File: src/rtl/regfile_mp.sv
// ============================================================================
//  Module      : regfile_mp
//  Description : Multi-port general-purpose register file with two write
//                ports (W0 = ALU writeback, W1 = load/long-latency writeback)
//                and a per-register pending scoreboard for the ID stage.
//                Optional feature macro: REGFILE_BYPASS_EN (internal
//                forwarding of same-cycle writes to the read ports).
//  Revision    : 1.0 - initial release
// ============================================================================
`default_nettype none

module regfile_mp #(
    parameter int                    DATA_WIDTH = 32,
    parameter int                    NUM_REGS   = 32,
    parameter int                    NUM_RD     = 2,
    parameter int                    SP_IDX     = 29,
    parameter logic [DATA_WIDTH-1:0] SP_RESET   = 'hfff,
    localparam int                   AW         = $clog2(NUM_REGS)
) (
    input  logic                         CLK,
    input  logic                         RST_N,
    input  logic [NUM_RD*AW-1:0]         raddr,
    output logic [NUM_RD*DATA_WIDTH-1:0] rdata,
    output logic [NUM_RD-1:0]            rbusy,
    input  logic                         wen0,
    input  logic [AW-1:0]                waddr0,
    input  logic [DATA_WIDTH-1:0]        wdata0,
    input  logic                         wen1,
    input  logic [AW-1:0]                waddr1,
    input  logic [DATA_WIDTH-1:0]        wdata1,
    input  logic                         issue_en,
    input  logic [AW-1:0]                issue_addr,
    input  logic                         flush,
    output logic                         any_busy
);

    // Register 0 has no storage; index 0 of these arrays is never used.
    logic [DATA_WIDTH-1:0] r_regs [NUM_REGS-1:1];
    logic [NUM_REGS-1:1]   r_pend;

    // Read-side views with register 0 folded in as a constant zero / idle.
    logic [DATA_WIDTH-1:0] w_regs [NUM_REGS];
    logic [NUM_REGS-1:0]   w_pend;

    // Register storage: W1 is applied after W0 so it wins on an address clash.
    always_ff @(posedge CLK or negedge RST_N) begin
        if (!RST_N) begin
            for (int i = 1; i < NUM_REGS; i++) begin
                if (i == SP_IDX) r_regs[i] <= SP_RESET;
                else             r_regs[i] <= '0;
            end
        end else begin
            for (int i = 1; i < NUM_REGS; i++) begin
                if (wen1 && (waddr1 == AW'(i)))      r_regs[i] <= wdata1;
                else if (wen0 && (waddr0 == AW'(i))) r_regs[i] <= wdata0;
            end
        end
    end

    // Pending scoreboard: flush beats issue, issue beats the W1 clear.
    always_ff @(posedge CLK or negedge RST_N) begin
        if (!RST_N) begin
            r_pend <= '0;
        end else begin
            for (int i = 1; i < NUM_REGS; i++) begin
                if (flush)                                r_pend[i] <= 1'b0;
                else if (issue_en && (issue_addr == AW'(i))) r_pend[i] <= 1'b1;
                else if (wen1 && (waddr1 == AW'(i)))      r_pend[i] <= 1'b0;
            end
        end
    end

    // Build the zero-extended read views of storage and scoreboard.
    always_comb begin
        w_regs[0] = '0;
        for (int i = 1; i < NUM_REGS; i++) begin
            w_regs[i] = r_regs[i];
        end
        w_pend = {r_pend, 1'b0};
    end

    assign any_busy = |r_pend;

    generate
        for (genvar k = 0; k < NUM_RD; k++) begin : g_rd
            logic [AW-1:0]         w_ra;
            logic [DATA_WIDTH-1:0] w_data;
            logic                  w_busy;

            assign w_ra = raddr[k*AW +: AW];

            // Combinational read of port k, optionally forwarding same-cycle writes.
            always_comb begin
                w_data = w_regs[w_ra];
                w_busy = w_pend[w_ra];
`ifdef REGFILE_BYPASS_EN
                if (w_ra != '0) begin
                    if (wen1 && (waddr1 == w_ra)) begin
                        w_data = wdata1;
                        w_busy = 1'b0;
                    end else if (wen0 && (waddr0 == w_ra)) begin
                        w_data = wdata0;
                    end
                end
`endif
            end

            assign rdata[k*DATA_WIDTH +: DATA_WIDTH] = w_data;
            assign rbusy[k]                          = w_busy;
        end
    endgenerate

endmodule

`default_nettype wire

File: config.mk
export PLATFORM = sky130hd
export DESIGN_NAME = regfile_mp
export DESIGN_NICKNAME = d
export VERILOG_FILES = /design/src/rtl/regfile_mp.sv
export SDC_FILE = /design/constraint.sdc
export NUM_CORES = 2
export LEC_CHECK = 0
export CAP_MARGIN = 15
export CORE_MARGIN = 2
export CORE_UTILIZATION = 55
export DETAILED_ROUTE_END_ITERATION = 10
export PLACE_DENSITY_LB_ADDON = 0.15
export SYNTH_ARGS = -nofsm -noshare
export SYNTH_HDL_FRONTEND = slang
export SYNTH_SLANG_ARGS = --single-unit
File: constraint.sdc
create_clock -name CLK -period 4.8 [get_ports CLK]
set_input_delay 1.44 -clock CLK [delete_from_list [all_inputs] [get_ports CLK]]
set_output_delay 1.44 -clock CLK [all_outputs]
set_load 0.01 [all_outputs]
==> flow_metrics.tcl <==
set metrics [dict create \
    cp-start-kind "input pin" \
    pre_cts_slack_ns -0.761 \
    multiInputGateArea_sq_um 36400 \
    finalHoldViolations 0 \
    clkTransAtPathRegs_ns 0.05 \
    core_sq_um 116000 \
    grt_pass1_vias 53900 \
    wl_met2_microns 110000 \
    dieArea_sq_um 120000 \
    antenna_left 0 \
    dieWidth_microns 346 \
    layout_common_cells "mux2i_1, dfrtp_1, nor2_1" \
    ir_worst_vdd_uv 315 \
    cts_buffers 117 \
    met3_length_microns 28300 \
    clock-sinks 1023 \
    clockRootBuffer "clkbuf_16" \
    clockBufferDepth 3 \
    power.switching_mw 9.35 \
    synthCells 6138 \
    drtIter0Drc 7211 \
    rrSetupSlack_ns 3.91 \
    grt_pass1_wl_microns 362000 \
    dpl.hpwl_microns 151000 \
    post-route-min-period_ns 4.83 \
    clock_latency_ns 0.72 \
    syn_to_final_growth_pct 19.7 \
    cts_tree "built" \
    slew_headroom_pct 16.0 \
    m1WireLength_microns 92500 \
    synth-edff-count 0 \
    synth-async-reset-ratio_pct 100 \
    final-seq-area_sq_um 25600 \
    critPathKind "in2out" \
    finalSetupViolCount 5 \
    worst_setup_path_end_kind "primary output" \
    finClkSkew_ns 0 \
    reg2reg_to "r_regs[95]$_DFFE_PN0P_" \
    place.gp.congestion 0.917 \
    netlist_area_sq_um 64300 \
    synthFlopType "dfrtp_1" \
    hold_class "reg2reg" \
    fin_ws_ns -0.0323 \
    vias 54800 \
    clockPowerShare_pct 31.0 \
    layout-drive-gt1-share_pct 23.3 \
    ys_ff_latch 1023 \
    synth.top_cell.area_share_pct 39.4 \
    vias_per_cell 6.93 \
    whs_ns 0.564 \
    avgRoutedWirePerCell_microns 31.3 \
    critPathRequiredTime_ns 3.36 \
    grt_max_degree 96 \
    worst_slew_pin_slew_ns 1.26 \
    routed.top_layer "met5" \
    antenna_found_initial 4 \
    violations "negative setup slack" \
    p_seq_share_pct 42.3 \
    rsz0062_at_grt "yes" \
    detail_route.first_pass.iterations 8 \
    avgSynthCellArea_sq_um 10.5 \
    rows 125 \
    crit_path_end "rdata[46]" \
    syn_nets 6233 \
    fin_crit_sh_pct 101 \
    timing.rr.start "r_regs[95]$_DFFE_PN0P_" \
    crit_fanout 8 \
    drc_errors 0 \
    synth_area_leaders "dfrtp_1, mux2i_1, mux4_2, a21oi_1, o21ai_0" \
    cap_viol_max_count 0 \
    p_comb_share_pct 26.7 \
    htreeDepth 3 \
    start_util_pct 55.4 \
    final_nets 6370 \
    status "complete, but fails checks" \
    yosysTopAreaCell "dfrtp_1" \
    grt_usage_pct 40.8 \
    utilization_pct 66.3 \
    synth_cell_type_count 41 \
    swShare_pct 31.0 \
    wl_microns 248000 \
    reg2regPathDepth 2 \
    p_per_area_nw_per_um2 392 \
    timing.fmax_ghz 0.207 \
    io_pins 162 \
    num-fill-cells 8822 \
    startpoint "raddr[5]" \
    drv_slew 0 \
    die_h_microns 346 \
    p_leak_nw 34.7 \
    final_common_cell "mux2i_1" \
    grt-ovfl-total 0 \
    ys_seq_area_share_pct 39.9 \
    yosys_warnings 0 \
    internal_power_mw 20.8 \
    whs_path_depth 2 \
    port_buffers 161 \
    arrival_ns 3.39 \
]
## flip-flops by register name, indices dropped and copies added, names as in the netlist
register,cells
r_regs,992
r_pend,31
## synth_stat cells (63+ instances only)
cell type  count
buf_2        140
mux2i_1     1192
nand2_1      529
a21oi_1      514
and2_1        74
buf_4         63
nor2_1       567
buf_1         73
a211oi_1      66
clkbuf_1     444
a22o_1       197
o31ai_1       66
dfrtp_1     1011
o21ai_1       96
mux4_2       396
o21ai_0      452
o22ai_1       66
mux2_2        65
## cell type report
cell class,instances,area share [%]
diodes,3,0.00976
well taps,1524,2.48
multi-input cells,4377,47.3
clock inverters,46,0.619
clock buffers,174,4.54
flip-flops and latches,1023,33.3
repair buffers,754,11.8
inverters,2,0.00976
## stage by stage
stage	std cells	TNS (ns)	area (sq um)	power, mW
finish	7903	-0.0948	77000	30.1
global route	7901	-0.367	76900	31.4
CTS	7859	-0.800	76100	29.9
detailed placement	7580	-21.79	70500	20.4
global placement	7578	-21.33	70500	20.0
floorplan	6138	0	64300	17.6
## worst min-delay path by stage
stage,from,endpoint,slack [ns]
CTS,r_regs[906]$_DFFE_PN1P_,r_regs[906]$_DFFE_PN1P_,0.56
detailed placement,r_regs[906]$_DFFE_PN1P_,r_regs[906]$_DFFE_PN1P_,0.56
global placement,r_regs[373]$_DFFE_PN0P_,r_regs[373]$_DFFE_PN0P_,0.55
finish,r_regs[906]$_DFFE_PN1P_,r_regs[906]$_DFFE_PN1P_,0.56
floorplan,r_pend[3]$_DFFE_PN0P_,r_pend[3]$_DFFE_PN0P_,0.51
global route,r_regs[900]$_DFFE_PN1P_,r_regs[900]$_DFFE_PN1P_,0.58
## worst max-delay path: stages
cell and delay [ns]:
buf_16 0.16, buf_16 0.17, buf_4 0.13, buf_12 0.10
mux4_2 0.49, a22o_1 0.26, o21ai_2 0.17, o31ai_1 0.13
dlygate4sd2_1 0.31
## per-layer routing
layer,vias to the layer above,global-route usage [%]
met5,-,0
met4,4,23.8
met3,964,10.4
met2,3718,61.6
met1,27300,53.6
li1,22800,-
## kinds of logic (layout without fill, tap and decap cells)
family / count (synthesis) / count (layout) / share of synthesized area (%)
multiplexers: 1653 / 1653 / 33.6
AND/OR/NAND/NOR: 1238 / 1238 / 7.93
flip-flops: 1023 / 1023 / 39.9
buffers and inverters: 738 / 976 / 5.14
AO/OA/AOI/OAI: 1486 / 1486 / 13.5
other: 0 / 3 / 0
## power groups by stage
| stage | logic [mW] | clock network (mW) | registers [mW] |
|---|---|---|---|
| after global routing | 8.67 | 9.72 | 13.0 |
| after global placement | 7.44 | 0 | 12.6 |
| after floorplan | 5.52 | 0 | 12.1 |
| after detailed placement | 7.69 | 0 | 12.7 |
| final | 8.06 | 9.33 | 12.8 |
| after CTS | 7.88 | 9.36 | 12.6 |
## timing repair
action	4_1_cts	5_1_grt
cloned	16	0
pin swaps	47	32
hold buffers	0	0
endpoints found under the setup margin	66	47
gates resized for setup	309	51
setup buffers	51	19
No activity file was read; power rests on OpenSTA's default activity.
